File: config.mk
export PLATFORM = sky130hd
export DESIGN_NAME = lsm_sample_sequencer
export DESIGN_NICKNAME = d
export VERILOG_FILES = /design/src/rtl/lsm_defs.sv /design/src/rtl/lsm_txn_ctrl.sv /design/src/rtl/lsm_sample_sequencer.sv
export SDC_FILE = /design/constraint.sdc
export NUM_CORES = 1
export LEC_CHECK = 0
export CORE_MARGIN = 3
export CORE_UTILIZATION = 45
export DETAILED_ROUTE_END_ITERATION = 10
export PLACE_DENSITY = 0.65
export SYNTH_ARGS = -nofsm -noshare
export SYNTH_HDL_FRONTEND = slang
export SYNTH_SLANG_ARGS = --single-unit
File: constraint.sdc
create_clock -name clk -period 3.3 [get_ports clk]
set_clock_uncertainty 0.2 [all_clocks]
set_input_delay 0.825 -clock clk [delete_from_list [all_inputs] [get_ports clk]]
set_output_delay 0.825 -clock clk [all_outputs]
set_load 0.02 [all_outputs]
File: src/rtl/lsm_defs.sv
// Shared definitions for the LSM sample sequencer: state encodings, register map
// and the transaction command record handed to the I2C handshake controller.
package lsm_defs;

  localparam logic [7:0] DEF_DEV_ADDR   = 8'hD4;
  localparam logic [7:0] REG_CTRL1      = 8'h20;
  localparam logic [7:0] DEF_CTRL1_VAL  = 8'h57;
  localparam logic [7:0] REG_OUT_X_L    = 8'h28;
  localparam logic [7:0] REG_WHO_AM_I   = 8'h0F;
  localparam logic [7:0] WHOAMI_VAL     = 8'h33;
  localparam int         DEF_SAMPLE_DIV = 500000;
  localparam int         DEF_TIMEOUT    = 100000;
  localparam int         NUM_BYTES      = 6;

  typedef enum logic [2:0] {
    ST_IDLE,
    ST_WHOAMI,
    ST_WHOAMI_WAIT,
    ST_CFG,
    ST_WAIT_TICK,
    ST_RD,
    ST_PUBLISH
  } seq_state_e;

  typedef enum logic [1:0] {
    TXN_IDLE,
    TXN_BUSY,
    TXN_GAP
  } txn_state_e;

  typedef struct packed {
    logic       rw;
    logic [7:0] reg_addr;
    logic [7:0] tx;
  } i2c_cmd_t;

  function automatic logic [15:0] join_bytes(input logic [7:0] hi, input logic [7:0] lo);
    return {hi, lo};
  endfunction

endpackage

File: src/rtl/lsm_txn_ctrl.sv
// One I2C byte-master transaction: latches the command, holds i2c_en until the
// rising edge of i2c_done or a timeout, captures rx, then inserts a one-cycle gap.
module lsm_txn_ctrl
  import lsm_defs::*;
#(
  parameter int TIMEOUT = DEF_TIMEOUT
) (
  input  logic       clk,
  input  logic       rst,
  input  logic       start,
  input  i2c_cmd_t   cmd,
  output logic       ready,
  output logic       i2c_en,
  output logic       i2c_rw,
  output logic [7:0] i2c_reg_addr,
  output logic [7:0] i2c_tx,
  input  logic [7:0] i2c_rx,
  input  logic       i2c_done,
  output logic [7:0] rx_data,
  output logic       done,
  output logic       timeout
);

  localparam int TW = $clog2(TIMEOUT + 1);

  txn_state_e    state_q, state_d;
  logic [TW-1:0] cnt_q;
  logic          done_d;
  logic          done_edge;
  logic          expired;

  assign done_edge = i2c_done & ~done_d;
  assign expired   = (cnt_q == TW'(TIMEOUT - 1));
  assign ready     = (state_q == TXN_IDLE);

  // NOTE: every variable written here gets a default first, so no path can leave one unassigned and infer a latch.
  always_comb begin
    state_d = state_q;
    unique case (state_q)
      TXN_IDLE: if (start) state_d = TXN_BUSY;
      TXN_BUSY: if (done_edge || expired) state_d = TXN_GAP;
      TXN_GAP:  state_d = TXN_IDLE;
      default:  state_d = TXN_IDLE;
    endcase
  end

  // NOTE: sequential state uses non-blocking assignments so all registers update together on the edge.
  always_ff @(posedge clk) begin
    if (rst) state_q <= TXN_IDLE;
    else     state_q <= state_d;
  end

  always_ff @(posedge clk) begin
    if (rst) begin
      i2c_en       <= 1'b0;
      i2c_rw       <= 1'b0;
      i2c_reg_addr <= 8'h00;
      i2c_tx       <= 8'h00;
      rx_data      <= 8'h00;
      done         <= 1'b0;
      timeout      <= 1'b0;
      done_d       <= 1'b0;
      cnt_q        <= '0;
    end else begin
      done_d  <= i2c_done;
      done    <= 1'b0;
      timeout <= 1'b0;
      case (state_q)
        TXN_IDLE: begin
          if (start) begin
            i2c_en       <= 1'b1;
            i2c_rw       <= cmd.rw;
            i2c_reg_addr <= cmd.reg_addr;
            i2c_tx       <= cmd.tx;
            cnt_q        <= '0;
          end
        end
        TXN_BUSY: begin
          // A done edge in the expiry cycle still completes the transfer.
          if (done_edge) begin
            i2c_en  <= 1'b0;
            rx_data <= i2c_rx;
            done    <= 1'b1;
          end else if (expired) begin
            i2c_en  <= 1'b0;
            timeout <= 1'b1;
          end else begin
            cnt_q <= cnt_q + TW'(1);
          end
        end
        default: ;
      endcase
    end
  end

endmodule

File: src/rtl/lsm_sample_sequencer.sv
// Configures the LSM accelerometer once, then reads the six output bytes on every
// sample tick and publishes signed X/Y/Z. Build option: LSM_WHOAMI_CHECK_EN.
module lsm_sample_sequencer
  import lsm_defs::*;
#(
  parameter logic [7:0] DEV_ADDR   = DEF_DEV_ADDR,
  parameter logic [7:0] CTRL1_ADDR = REG_CTRL1,
  parameter logic [7:0] CTRL1_VAL  = DEF_CTRL1_VAL,
  parameter logic [7:0] OUT_BASE   = REG_OUT_X_L,
  parameter int         SAMPLE_DIV = DEF_SAMPLE_DIV,
  parameter int         TIMEOUT    = DEF_TIMEOUT
) (
  input  logic        clk,
  input  logic        rst,
  input  logic        enable,
  output logic        i2c_en,
  output logic        i2c_rw,
  output logic [7:0]  i2c_dev_addr,
  output logic [7:0]  i2c_reg_addr,
  output logic [7:0]  i2c_tx,
  input  logic [7:0]  i2c_rx,
  input  logic        i2c_done,
  output logic [15:0] acc_x,
  output logic [15:0] acc_y,
  output logic [15:0] acc_z,
  output logic        sample_valid,
  output logic        err_timeout,
  output logic        overrun
);

  localparam int CW = $clog2(SAMPLE_DIV);

  seq_state_e    state_q, state_d;
  logic [2:0]    idx_q;
  logic [7:0]    byte_buf [NUM_BYTES];
  logic [CW-1:0] tick_cnt_q;
  logic          tick_run_q;
  logic          tick;
  logic          whoami_bad;

  i2c_cmd_t      cmd;
  logic          txn_start, txn_ready, txn_done, txn_timeout;
  logic [7:0]    txn_rx;

`ifdef LSM_WHOAMI_CHECK_EN
  localparam seq_state_e FIRST_STATE = ST_WHOAMI;
  logic [CW-1:0] retry_cnt_q;
  logic          retry_expire;
  assign retry_expire = (state_q == ST_WHOAMI_WAIT) && (retry_cnt_q == CW'(SAMPLE_DIV - 1));
`else
  localparam seq_state_e FIRST_STATE = ST_CFG;
`endif

  assign i2c_dev_addr = DEV_ADDR;
  assign tick         = tick_run_q && (tick_cnt_q == CW'(SAMPLE_DIV - 1));

  lsm_txn_ctrl #(.TIMEOUT(TIMEOUT)) u_txn (
    .clk          (clk),
    .rst          (rst),
    .start        (txn_start),
    .cmd          (cmd),
    .ready        (txn_ready),
    .i2c_en       (i2c_en),
    .i2c_rw       (i2c_rw),
    .i2c_reg_addr (i2c_reg_addr),
    .i2c_tx       (i2c_tx),
    .i2c_rx       (i2c_rx),
    .i2c_done     (i2c_done),
    .rx_data      (txn_rx),
    .done         (txn_done),
    .timeout      (txn_timeout)
  );

  // A new transaction is only requested between transfers, so a falling enable
  // lets the current one finish before the sequencer parks in IDLE.
  always_comb begin
    state_d    = state_q;
    txn_start  = 1'b0;
    whoami_bad = 1'b0;
    cmd        = '{rw: 1'b0, reg_addr: 8'h00, tx: 8'h00};
    unique case (state_q)
      ST_IDLE: if (enable) state_d = FIRST_STATE;
`ifdef LSM_WHOAMI_CHECK_EN
      ST_WHOAMI: begin
        cmd = '{rw: 1'b0, reg_addr: REG_WHO_AM_I, tx: 8'h00};
        if (txn_done) begin
          whoami_bad = (txn_rx != WHOAMI_VAL);
          if (!enable)         state_d = ST_IDLE;
          else if (whoami_bad) state_d = ST_WHOAMI_WAIT;
          else                 state_d = ST_CFG;
        end else if (txn_timeout) begin
          state_d = enable ? ST_WHOAMI_WAIT : ST_IDLE;
        end else if (txn_ready) begin
          if (enable) txn_start = 1'b1;
          else        state_d   = ST_IDLE;
        end
      end
      ST_WHOAMI_WAIT: begin
        if (!enable)           state_d = ST_IDLE;
        else if (retry_expire) state_d = ST_WHOAMI;
      end
`endif
      ST_CFG: begin
        cmd = '{rw: 1'b1, reg_addr: CTRL1_ADDR, tx: CTRL1_VAL};
        if (txn_done) begin
          state_d = enable ? ST_WAIT_TICK : ST_IDLE;
        end else if (txn_timeout) begin
          state_d = enable ? ST_CFG : ST_IDLE;
        end else if (txn_ready) begin
          if (enable) txn_start = 1'b1;
          else        state_d   = ST_IDLE;
        end
      end
      ST_WAIT_TICK: begin
        if (!enable)   state_d = ST_IDLE;
        else if (tick) state_d = ST_RD;
      end
      ST_RD: begin
        cmd = '{rw: 1'b0, reg_addr: OUT_BASE + {5'b00000, idx_q}, tx: 8'h00};
        if (txn_done) begin
          if (!enable)                           state_d = ST_IDLE;
          else if (idx_q == 3'(NUM_BYTES - 1))   state_d = ST_PUBLISH;
        end else if (txn_timeout) begin
          state_d = enable ? ST_CFG : ST_IDLE;
        end else if (txn_ready) begin
          if (enable) txn_start = 1'b1;
          else        state_d   = ST_IDLE;
        end
      end
      ST_PUBLISH: state_d = enable ? ST_WAIT_TICK : ST_IDLE;
      default:    state_d = ST_IDLE;
    endcase
  end

  always_ff @(posedge clk) begin
    if (rst) state_q <= ST_IDLE;
    else     state_q <= state_d;
  end

  // NOTE: the byte buffer has no reset; it is fully rewritten before every PUBLISH, so stale bytes never escape.
  always_ff @(posedge clk) begin
    if (state_q == ST_RD && txn_done) byte_buf[idx_q] <= txn_rx;
  end

  always_ff @(posedge clk) begin
    if (rst) begin
      idx_q        <= 3'd0;
      tick_cnt_q   <= '0;
      tick_run_q   <= 1'b0;
      acc_x        <= 16'h0000;
      acc_y        <= 16'h0000;
      acc_z        <= 16'h0000;
      sample_valid <= 1'b0;
      err_timeout  <= 1'b0;
      overrun      <= 1'b0;
    end else begin
      sample_valid <= (state_q == ST_PUBLISH);
      err_timeout  <= txn_timeout | whoami_bad;

      if (state_q == ST_PUBLISH) begin
        acc_x <= join_bytes(byte_buf[1], byte_buf[0]);
        acc_y <= join_bytes(byte_buf[3], byte_buf[2]);
        acc_z <= join_bytes(byte_buf[5], byte_buf[4]);
      end

      if (state_d != ST_RD)  idx_q <= 3'd0;
      else if (state_q == ST_RD && txn_done) idx_q <= idx_q + 3'd1;

      // The tick grid restarts from zero each time CFG completes.
      if (state_d == ST_IDLE) begin
        tick_run_q <= 1'b0;
        tick_cnt_q <= '0;
      end else if (state_q == ST_CFG && txn_done) begin
        tick_run_q <= 1'b1;
        tick_cnt_q <= '0;
      end else if (tick_run_q) begin
        tick_cnt_q <= tick ? '0 : tick_cnt_q + CW'(1);
      end

      if (tick && (state_q == ST_RD || state_q == ST_PUBLISH)) overrun <= 1'b1;
    end
  end

`ifdef LSM_WHOAMI_CHECK_EN
  always_ff @(posedge clk) begin
    if (rst || state_q != ST_WHOAMI_WAIT) retry_cnt_q <= '0;
    else                                  retry_cnt_q <= retry_cnt_q + CW'(1);
  end
`endif

endmodule

### Word level (Yosys, flattened, before mapping)

Memories as Yosys holds them, arrays and structs flattened. A register that Yosys moved wholly into a read port is not among the register bits.
Cells that the tools add are included.

| word-level totals | value |
|---|---|
| output and inout bits | 77 |
| bits in registers | 77 |
| input port bits | 12 |
| logic and storage cells | 95 |
| RAM bits | 48 |
| memories kept | 1 |

| operators by class | value |
|---|---|
| eq/ne operators | 14 |
| multiplexer cells | 35 |
| reduce and logical (&&, ||, !) cells | 21 |
| bitwise gates (word level) | 3 |
| $add $sub $neg | 4 |

Memory list:

| memory | depth | bits a word | rd ports | clocked after Yosys merged registers in | write ports | RTL line | text |
|---|---|---|---|---|---|---|---|
| byte_buf | 6 | 8 | 6 | 6 | 1 | lsm_sample_sequencer.sv:35 | `logic [7:0] byte_buf [NUM_BYTES];` |

Operators by type and width:

| operator | count |
|---|---|
| 17-bit case mux with 2 select lines | 2 |
| 17-bit two-way mux | 3 |
| 3-bit two-way mux | 11 |
| 19-bit by 1-bit adder with 19-bit output, second input constant | 1 |
| 19-bit == test, second input constant | 1 |
| 19-bit two-way mux | 1 |
| 17-bit by 1-bit adder with 17-bit output, second input constant | 1 |
| 17-bit == test, second input constant | 1 |
| 3-bit case mux with 5 select lines | 1 |
| 3-bit == test, second input constant | 4 |
| 1-bit two-way mux | 12 |
| 2-bit OR reduction | 4 |
| 6-bit by 3-bit adder with 7-bit output, first input constant | 1 |
| 3-bit zero test | 2 |
| 2-bit two-way mux | 3 |
| 2-bit inequality test, second input constant | 3 |
| 2-bit AND reduction | 3 |
| 3-bit OR reduction | 2 |
| 1-bit logical AND | 4 |
| 2-bit case mux with 2 select lines | 1 |
| 4-bit AND reduction | 1 |
| 3-bit by 1-bit adder with 3-bit output, second input constant | 1 |
| 3-bit by 2-bit == test with 1-bit output, second input constant | 1 |
| 3-bit by 1-bit inequality test with 1-bit output, second input constant | 1 |
| 10 further kinds | 12 |

### Logic depth before layout (Yosys ltp)

| depth | value |
|---|---|
| depth after elaboration | 7 |
| mapped depth | 7 |
| gate-level depth less buffers | 6 |

### Cells and area by module

A second synthesis with hierarchy kept.

| unflattened totals | value |
|---|---|
| cells, all modules | 702 |
| area, all modules | 6712.7 um^2 |

By module, submodules not included:

| module | area each (um^2) | sequential area each (um^2) | times used | cells each |
|---|---|---|---|---|
| lsm_sample_sequencer | 4700.8 | 2982.9 | 1 | 454 |
| lsm_txn_ctrl | 2011.9 | 960.9 | 1 | 248 |

### Least setup slack after synthesis

No wires, ideal clock.

| path | value |
|---|---|
| path kind | register -> register |
| start point | register state_q[2] |
| end point | memory byte_buf[0][0] (enable) |
| slack | 892 ps |
| required time | 2705 ps |
| path buffers | 2 |
| setup time | 395 ps |
| cell stages (with the launch flop) | 5 |
| data arrival time | 1813 ps |
| period minus slack after synthesis | 2408 ps |
| cells stage by stage | dfxtp_1 > buf_4 > clkbuf_1 > nand4b_1 > nor4_1 |

| between the ends | value |
|---|---|
| word-level cells in the longest chain between the ends | 4 |

RTL lines:

| what | RTL line | text |
|---|---|---|
| from (decl) | lsm_sample_sequencer.sv:33 | `seq_state_e state_q, state_d;` |
| from (signal assigned) | lsm_sample_sequencer.sv:137 | `else state_q <= state_d;` |
| 3-bit == test | lsm_sample_sequencer.sv:142 | `if (state_q == ST_RD && txn_done) byte_buf[idx_q] <= txn_rx;` |
| 1-bit logical AND | lsm_sample_sequencer.sv:142 |  |
| 1-bit two-way mux | lsm_sample_sequencer.sv:142 |  |
| 1-bit two-way mux (implied by the code) | lsm_sample_sequencer.sv:142 |  |
| to (decl) | lsm_sample_sequencer.sv:35 |  |

No other way between the ends.

### Final worst setup path

| path | value |
|---|---|
| start point | input port enable |
| end point | register tick_cnt_q[5] |

| between the ends | value |
|---|---|
| word-level cells in the longest chain between the ends | 7 |
| elaborated cells on any way between the ends | 13 |
| classes of those cells | mux (11); reduce/logical (2) |

RTL lines:

| what | RTL line | text |
|---|---|---|
| from (decl) | lsm_sample_sequencer.sv:15 | `input logic enable,` |
| 3-bit two-way mux | lsm_sample_sequencer.sv:110, lsm_sample_sequencer.sv:126 |  |
| 3-bit two-way mux | lsm_sample_sequencer.sv:125 | `end else if (txn_ready) begin` |
| 3-bit two-way mux | lsm_sample_sequencer.sv:123 | `end else if (txn_timeout) begin` |
| 3-bit two-way mux, on equally long branches | lsm_sample_sequencer.sv:120, lsm_sample_sequencer.sv:105 |  |
| 3-bit case mux with 5 select lines * | lsm_sample_sequencer.sv:81 | `unique case (state_q)` |
| 3-bit zero test * | lsm_sample_sequencer.sv:170 | `if (state_d == ST_IDLE) begin` |
| 3-bit OR reduction (no source line) * | -- |  |
| to (signal assigned) | lsm_sample_sequencer.sv:177 | `tick_cnt_q <= tick ? '0 : tick_cnt_q + CW'(1);` |
| to (decl) | lsm_sample_sequencer.sv:36 | `logic [CW-1:0] tick_cnt_q;` |

Mark *: on every way between the ends. The rest lies on a longest branch, timed or not.
A chain may end at the register's enable or synchronous reset.

==> run_results.csv <==
group,metric,value,unit
synthesis,register_bit_count_reported_by_yosys,162,
floorplan,die_w,125.0,um
cts,clk_pin_slew,0.06,ns
placement,portBuffers,74,
placement,place.gp.congestion,0.7600,
drt,drt-wirelength-per-cell,14.13,um
global_route,grt_max_degree,75,
floorplan,initial_core_utilization,46.96,%
cts,cts.hold.buffers_added,0,
sta,final_period_minus_worst_setup_slack,2.544,ns
synthesis,synth-adder-area-share,0.7860,%
global_route,global_route_wire_length_before_repair,21.13,mm
final_layout,final_nets,717,
floorplan,overall_die_area,15610,um^2
synthesis,synth_xor_area_share,4.952,%
drt,remaining_drc_errors,0,
drt,postRouteWirelength,12.57,mm
sta,setup_viol_count_final,0,
setup_path,required,3.44,ns
cts,ctsRootBufferMaster,"clkbuf_16",
synthesis,synth.yosys.warnings,0,
global_route,globalRoute.busiestLayer,"met2",
final_layout,fillCellCount,1205,
sta,final.period_utilization,77.08,%
final_layout,area_delta_synth_final,20.59,%
cts,cts_setup_buffers,0,
synthesis,post-synth-top-area-fraction,35.84,%
job,count_of_maximum_capacitance_violations,0,
drt,postRouteAntennaNets,0,
synthesis,synth-main-ff-cell,"dfxtp_1",
synthesis,mapped_cell_area,6367,um^2
synthesis,post_synth.cell_area_avg,9.933,um^2
synthesis,synth_top_family_by_area,"simple AND/OR/NAND/NOR gates",
synthesis,synth_edf_count,48,
power_and_ir_drop,leakagePower,2.604,nW
floorplan,fp.coreArea,13560,um^2
global_route,global_route.usage.met2,28.50,%
global_route,antenna_found_initial,0,
global_route,gr-usage-met1,19.77,%
final_layout,area.sequential,3724,um^2
floorplan,num_rows,42,
final_layout,fin_util,56.64,%
synthesis,synth_top_cell_by_area,"dfxtp_1",
cts,max-clock-path-buffers,2,
synthesis,synthCells,641,
global_route,grt_overflow_total,0,
final_layout,multi_input_area,2375,um^2
drt,vias_per_cell,5.121,
sta,grt_setup_unrepaired,"false",
final_layout,design_area,7679,um^2
final_layout,finalNonFillerCells,890,
synthesis,post_synth_mux_area_share,0,%
sta,final.setup.tns,0,ns
sta,slew_violations,0,
placement,postPlaceCellArea,7141,um^2
setup_path,path_max_fanout,11,
cts,worstSkewPairLatency,0.42,ns
drt,drt-initial-drc-count,297,
placement,placed_cells_incl_taps,858,
status,status,"complete, no violations",
synthesis,synth_async_sr_flop_share,0,%
final_layout,antennaDiodeCount,0,
synthesis,post-synth-top-count-cell,"nand2_1",
synthesis,synth_top_cells_by_area,"dfxtp_1, edfxtp_1, nand2_1, a21oi_1, xor2_1",
cts,tritoncts,"built",
setup_path,startpoint_type,"input pin",
drt,vias,4558,
synthesis,synth_compound_area_share,9.078,%
global_route,gr-usage-met3,4.136,%
setup_path,arrival_time_at_the_worst_endpoint,2.69,ns
floorplan,boundaryPins,89,
synthesis,sequential_area_share_after_synthesis,58.48,%
setup_path,worst_setup_path_class,"input pin to register",
power_and_ir_drop,power_density,517.1,nW/um^2
sta,f_max,393.1,MHz
cts,cts_resized,0,
synthesis,synth.distinct_cells,52,
drt,first_pass_iters,4,
min_path,hold_path.class,"register to register",
power_and_ir_drop,design_power_total,3.970,mW
power_and_ir_drop,vdd_drop_max,0.2827,mV
cts,cts.sinks,162,
final_layout,drive_above_1_share,7.563,%
setup_path,timing.critical_path.to_type,"register",
floorplan,dieHeight,125.0,um
synthesis,synthTopCellsByCount,"nand2_1, dfxtp_1, a21oi_1",
sta,max_slew_headroom_at_the_worst_pin,49.73,%
placement,post-dp-hpwl,8.506,mm
global_route,grtUsageTotal,16.56,%
cts,cts_htree_levels,4,
cts,number_of_clock_buffers_inserted_by_tritoncts,17,
sta,worst_slew_pin_slew,0.7540,ns
synthesis,simple_gate_portion_of_the_synthesized_area,21.58,%
global_route,first_global_vias,4354,
sta,hold_viol,0,
## cell families (layout without fill, tap and decap cells)
group           after synthesis  in the layout
compound gates               96             96
xor+xnor                     36             36
fa+ha+maj                     4              4
buf+inv                      60            121
flops                       162            162
other cells                   2             14
simple gates                281            281
## state kept, by name, summed over array words and instances (netlist names)
register            flops
acc_x                  16
acc_y                  16
acc_z                  16
byte_buf               48
err_timeout             1
idx_q                   3
overrun                 1
sample_valid            1
state_q                 3
tick_cnt_q             19
tick_run_q              1
u_txn.cnt_q            17
u_txn.done              1
u_txn.done_d            1
u_txn.i2c_en            1
u_txn.i2c_reg_addr      5
u_txn.i2c_tx            1
u_txn.rx_data           8
u_txn.state_q           2
u_txn.timeout           1
## through the flow
step / hold slack [ns] / setup WS (ns)
floorplan: 0.2651 / 0.8921
detailed placement: 0.2469 / 0.3546
global route: 0.2703 / 0.6208
finish: 0.2534 / 0.7562
global placement: 0.2447 / 0.4281
CTS: 0.2553 / 0.7315
## cell usage in the layout (no fill, tap or decap), types with 2 or more instances in the layout
| cell type | n |
|---|---|
| edfxtp_1 | 48 |
| conb_1 | 14 |
| inv_6 | 3 |
| nand2b_1 | 9 |
| ha_1 | 4 |
| clkbuf_8 | 2 |
| nor2_1 | 45 |
| dfxtp_1 | 114 |
| nor3b_1 | 2 |
| nand3b_1 | 2 |
| a21oi_1 | 67 |
| clkinvlp_4 | 2 |
| nor4_1 | 4 |
| clkinv_4 | 2 |
| inv_1 | 6 |
| o211ai_1 | 5 |
| clkdlybuf4s50_1 | 73 |
| nor3_2 | 8 |
| nand4b_1 | 3 |
| xor2_1 | 30 |
| nor4b_1 | 3 |
| o21a_1 | 3 |
| clkbuf_1 | 3 |
| xnor2_1 | 6 |
| and3_1 | 5 |
| a21o_1 | 2 |
| nand2_1 | 132 |
| nand3_1 | 26 |
| o21ai_0 | 2 |
| and4_1 | 7 |
| a31oi_1 | 4 |
| nand4_1 | 11 |
| and2_1 | 3 |
| nor3_1 | 7 |
| clkbuf_16 | 17 |
| nor2b_1 | 5 |
| buf_4 | 8 |
| and4b_1 | 3 |
## path summary, 6_finish.rpt
kind                                  from  cells after the start            end  slack (ns)
worst max-delay path                enable                      6  tick_cnt_q[5]        0.76
worst min-delay path              acc_z[5]                      2       acc_z[5]        0.25
worst max register to register  state_q[2]                      5  tick_cnt_q[5]        0.87
worst min register to register    acc_z[5]                      2       acc_z[5]        0.25
## routing by layer
metal,routed length (um),vias to the layer above
met5,0,-
met4,283,0
met3,562,23
met2,6277,94
met1,5448,2149
li1,-,2292
## layout make-up
| cell class | count | area share (%) |
|---|---|---|
| Clock buffer | 22 | 6.045 |
| Clock inverter | 10 | 0.9614 |
| Inverter | 7 | 0.3422 |
| Multi-Input combinational cell | 431 | 30.93 |
| Sequential cell | 162 | 48.49 |
| Tap cell | 176 | 2.868 |
| Timing Repair Buffer | 82 | 10.36 |
## power by group
| part | switching (mW) | leakage, nW | total (mW) | internal [mW] |
|---|---|---|---|---|
| Clock | 0.762 | 0.259 | 1.77 | 1.01 |
| Sequential | 0.0172 | 1.43 | 2.06 | 2.04 |
| Combinational | 0.0890 | 0.917 | 0.142 | 0.0527 |
## critical path, stage by stage
cell and delay, ns:
clkdlybuf4s50_1 0.68, nand2_1 0.09, a21o_1 0.19, and2_4 0.14, o41a_4 0.56, nor3_2 0.19
No activity file was read; power rests on OpenSTA's default activity.
==> variant 1: new RTL, same flow settings <==
Re-encode `txn_state_e` (3 states) as one-hot, 3 bits wide.
--- a/src/rtl/lsm_defs.sv
+++ b/src/rtl/lsm_defs.sv
@@ -22,10 +22,10 @@
     ST_PUBLISH
   } seq_state_e;
 
-  typedef enum logic [1:0] {
-    TXN_IDLE,
-    TXN_BUSY,
-    TXN_GAP
+  typedef enum logic [2:0] {
+    TXN_IDLE = 3'b001,
+    TXN_BUSY = 3'b010,
+    TXN_GAP  = 3'b100
   } txn_state_e;
 
   typedef struct packed {
Check against the original RTL: same outputs for any inputs over 10 cycles, from zero or initial values and one cycle with rst high; not proved beyond that.
==> variant 1 against the original RTL <==
- sequential cell count increased by 1
- area after synthesis decreased by 0.18%
- cell count increased by 1.5%
- power increased by 2.9%
- sequential share of layout area decreased by 0.39 points
- via count increased by 2.5%
- maximum frequency decreased by 2.1%
- worst setup slack got worse by 54 ps
- final area increased by 1.4%
- register-to-register slack improved by 90 ps
- critical path depth increased by 1
- routed wire length increased by 4.6%
- first-iteration DRC count increased by 33%
- largest cell class unchanged
- highest routed layer unchanged
==> variant 1: results (changes against the original RTL) <==
- Top cells by area, synth: dfxtp_1 (36%), edfxtp_1 (23%), nand2_1 (7.6%) (was dfxtp_1 (36%), edfxtp_1 (23%), nand2_1 (7.8%))
- Cells after DPL: 871 (was 858)
- WL final: 13100 µm (was 12600 µm)
- Vias per inst: 5.17 (was 5.12)
- Post-DP Area: 0.00720 mm² (was 0.00714 mm²)
- Wl on met1: 5900 µm (was 5450 µm)
- Slew headroom: 0.454 (was 0.497)
- Largest net degree at the start of global routing: 76 (was 75)
- Mapped Avg Cell Area: 9.89 µm² (was 9.93 µm²)
- FILL cells: 1150 (was 1205)
- Total Routing Usage GR: 0.171 (was 0.166)
- Drt initial violations: 396 (was 297)
- Synth top cells by count: nand2_1 (128), dfxtp_1 (115), a21oi_1 (73) (was nand2_1 (132), dfxtp_1 (114), a21oi_1 (67))
- Status: completed (unchanged)
- Leakage: 2.45 nW (was 2.60 nW)
- Final #Nets: 730 (was 717)
- Crit path max-delay family: buffers and inverters (was compound AO/OA/AOI/OAI gates)
- Worst Path Arrival: 2680 ps (was 2690 ps)
- CP max FO: 19 (was 11)
- Final Cell Area: 0.00778 mm² (was 0.00768 mm²)
- Maximum vdd drop: 0.373 mV (was 0.283 mV)
- Vias in the first global route: 4541 (was 4354)
- First-pass GRT wire length: 21700 µm (was 21100 µm)
- Pre-CTS setup slack: 256 ps (was 355 ps)
- Share of post-route cells with drive strength above 1: 0.0770 (was 0.0756)
==> variant 1: changes by cell type after synthesis, moves of 6 or more <==
cell | unedited run | this run
a21oi_1 | 67 | 73
and4_1 | 7 | 1
inv_1 | 6 | 14
nand2b_1 | 9 | 3
nor3_1 | 7 | 16
nor3_2 | 8 | 0
xnor2_1 | 6 | 12
xor2_1 | 30 | 16
==> variant 1: kinds of logic (layout without fill, tap and decap cells) <==
| logic type | count (synthesis) | count (layout) | synth area share |
|---|---|---|---|
| AO/OA/AOI/OAI | 113 | 113 | 0.112 |
| XOR/XNOR | 28 | 28 | 0.0386 |
| adder cells (fa/ha/maj) | 4 | 4 | 0.00787 |
| buffers and inverters | 63 | 135 | 0.0510 |
| flip-flops | 163 | 163 | 0.589 |
| multiplexers | 1 | 1 | 0.00157 |
| other | 2 | 14 | 0.00118 |
| AND/OR/NAND/NOR | 269 | 269 | 0.199 |
==> variant 1: final timing paths <==
path,startpoint,end,slack [ps],cells past startpoint
setup / recovery,enable,tick_cnt_q[13],700,7
setup reg to reg,state_q[1],byte_buf[5][5],960,3
hold reg to reg,u_txn.i2c_reg_addr[5],u_txn.i2c_reg_addr[5],240,2
hold / removal,u_txn.i2c_reg_addr[5],u_txn.i2c_reg_addr[5],240,2
==> variant 1: layout make-up <==
class,instances,area share
Tap cell,176,0.0283
Inverter,14,0.00675
Timing Repair Buffer,89,0.109
Clock buffer,22,0.0571
Multi-Input combinational cell,429,0.300
Sequential cell,163,0.481
Clock inverter,10,0.0174
==> variant 1: power groups by stage <==
stage	clock network [mW]	logic, mW	registers, mW
detailed placement	0	0.0981	2.10
global route	2.06	0.106	2.06
CTS	1.97	0.0986	2.06
global placement	0	0.0972	2.10
finish	1.93	0.0984	2.06
floorplan	0	0.0837	2.10
==> variant 2: new RTL, same flow settings <==
Without the edit above. Add a define of `LSM_WHOAMI_CHECK_EN`.
--- a/src/rtl/lsm_sample_sequencer.sv
+++ b/src/rtl/lsm_sample_sequencer.sv
@@ -1,5 +1,7 @@
 // Configures the LSM accelerometer once, then reads the six output bytes on every
 // sample tick and publishes signed X/Y/Z. Build option: LSM_WHOAMI_CHECK_EN.
+`define LSM_WHOAMI_CHECK_EN
+
 module lsm_sample_sequencer
   import lsm_defs::*;
 #(
Formal check against the unedited RTL: not equivalent (a bounded check fails within 4 cycles, from zero or initial values and one cycle with rst high).
==> variant 2 against the original RTL <==
- core utilization decreased by 0.52 points
- critical path type unchanged
- sequential share of layout area decreased by 1.4 points
- worst setup slack got worse by 120 ps
- critical path depth up 2
- final area grew 14%
- clock power is 6% higher
- power rose by 8.4%
- routed wire length grew 26%
- register-to-register slack lost 80 ps
- area after synthesis up 15%
- sequential cell count grew 19
==> variant 2: results (changes against the original RTL) <==
- Status: completed (unchanged)
- Max Root-Sink Buffers: 2 (unchanged)
- Largest net degree at the start of global routing: 54 (was 75)
- Synth top cells by count: nand2_1 (149), dfxtp_1 (133), a21oi_1 (85) (was nand2_1 (132), dfxtp_1 (114), a21oi_1 (67))
- Ys Warns: 0 (unchanged)
- Total Routing Usage GR: 0.178 (was 0.166)
- Skew-Pair Late Insertion Delay: around 430 ps
- Routability Congestion: 0.859 (was 0.760)
- Sequential cell area fraction in the yosys report: 0.561 (was 0.585)
- Root buf cell: clkbuf_16 (unchanged)
- Clock-pin slew on the worst setup and hold paths: 60 ps (about the same)
- Number of enable flip-flop cells after synthesis: 48 (unchanged)
- Share of post-route cells with drive strength above 1: 0.0569 (was 0.0756)
- Largest registers: byte_buf (48), retry_cnt_q (19), tick_cnt_q (19) (was byte_buf (48), tick_cnt_q (19), u_txn.cnt_q (17))
- First-pass GRT wire length: 25700 µm (was 21100 µm)
- Hpwl dp: 10900 µm (was 8510 µm)
- Drt pass-1 iters: 5 (was 4)
- Leakage: 2.74 nW (was 2.60 nW)
- Initial antenna violation count: 0 (unchanged)
- N_diodes: 0 (unchanged)
- Maximum vdd drop: 0.348 mV (was 0.283 mV)
- Final #Nets: 849 (was 717)
- CTS Buf Count: 17 (unchanged)
- Top cells by area, synth: dfxtp_1 (36%), edfxtp_1 (20%), nand2_1 (7.6%) (was dfxtp_1 (36%), edfxtp_1 (23%), nand2_1 (7.8%))
- Worst slew pin tran: 1200 ps (was 754 ps)
- # Post-CTS Setup Buffers: 0 (unchanged)
- FILL cells: 1400 (was 1205)
- Share of flip-flops with an asynchronous set or reset: 0 (unchanged)
- Drt initial violations: 364 (was 297)
- HP Class: register to register (unchanged)
- Reg2reg setup slack: 790 ps (was 870 ps)
- Netlist cell types: 56 (was 52)
- Routed WL per cell: 15.1 µm (was 14.1 µm)
- Htree depth: 4 (unchanged)
- Vias: 5592 (was 4558)
- Vias in the first global route: 5168 (was 4354)
- Predominant post-synthesis flop cell: dfxtp_1 (unchanged)
- CP max FO: 23 (was 11)
- Worst Path Arrival: 2800 ps (was 2690 ps)
[variant 2: cells by family (layout without fill, tap and decap cells)]
kind of cell / count (synthesis) / in the layout / share of synthesized area
xor+xnor: 31 / 31 / 0.0371
flops: 181 / 181 / 0.561
fa+ha+maj: 5 / 5 / 0.00855
compound gates: 149 / 149 / 0.121
buf+inv: 68 / 132 / 0.0467
other cells: 2 / 14 / 0.00103
simple gates: 331 / 331 / 0.224
mux: 1 / 1 / 0.00137
[variant 2: area by class of cell]
| class | count | area [µm²] | share of cell area |
|---|---|---|---|
| clock buffers | 20 | 437 | 0.0501 |
| clock inverters | 11 | 105 | 0.0121 |
| inverters | 13 | 48.8 | 0.00560 |
| multi-input cells | 531 | 2920 | 0.335 |
| flip-flops and latches | 181 | 4100 | 0.471 |
| well taps | 211 | 264 | 0.0303 |
| repair buffers | 88 | 841 | 0.0964 |
[variant 2: path summary, 6_finish.rpt]
check / from / to / cells past startpoint
hold reg to reg: retry_cnt_q[0] / retry_cnt_q[0] / 1
setup / recovery: enable / tick_cnt_q[11] / 8
setup reg to reg: state_q[1] / tick_cnt_q[5] / 5
hold / removal: retry_cnt_q[0] / retry_cnt_q[0] / 1
[variant 2: stage by stage]
| step | cell area [µm²] | hold slack, ps | utilization | setup slack, ps | cells |
|---|---|---|---|---|---|
| floorplan | 7360 | 213 | - | 764 | 780 |
| global placement | 8180 | 222 | 0.526 | 238 | 1024 |
| detailed placement | 8180 | 231 | 0.526 | 202 | 1024 |
| CTS | 8720 | 243 | 0.561 | 660 | 1055 |
| global route | 8720 | 271 | 0.561 | 498 | 1055 |
| finish | 8720 | 238 | 0.561 | 632 | 1055 |
[variant 2: metal layers]
| layer | vias up | routed length (µm) | track usage | share of wire |
|---|---|---|---|---|
| met1 | 2660 | 7490 | 0.241 | 0.47 |
| met5 | - | 0 | 0 | 0 |
| met4 | 0 | 192 | 0.0594 | 0.012 |
| met2 | 107 | 7620 | 0.289 | 0.48 |
| li1 | 2808 | - | - | - |
| met3 | 17 | 598 | 0.0344 | 0.038 |
[variant 2: report_power, final]
| group | switching, mW | total, mW | internal (mW) |
|---|---|---|---|
| logic | 0.0946 | 0.143 | 0.0488 |
| clock network | 0.830 | 1.87 | 1.04 |
| registers | 0.0143 | 2.29 | 2.28 |
[variant 2: worst max-delay path, stage by stage]
cell and delay [ps]:
clkdlybuf4s50_1 520, buf_4 160, or4bb_1 400, nor3_1 210, a32o_1 170, nor2_1 60, buf_4 220, a211oi_1 230
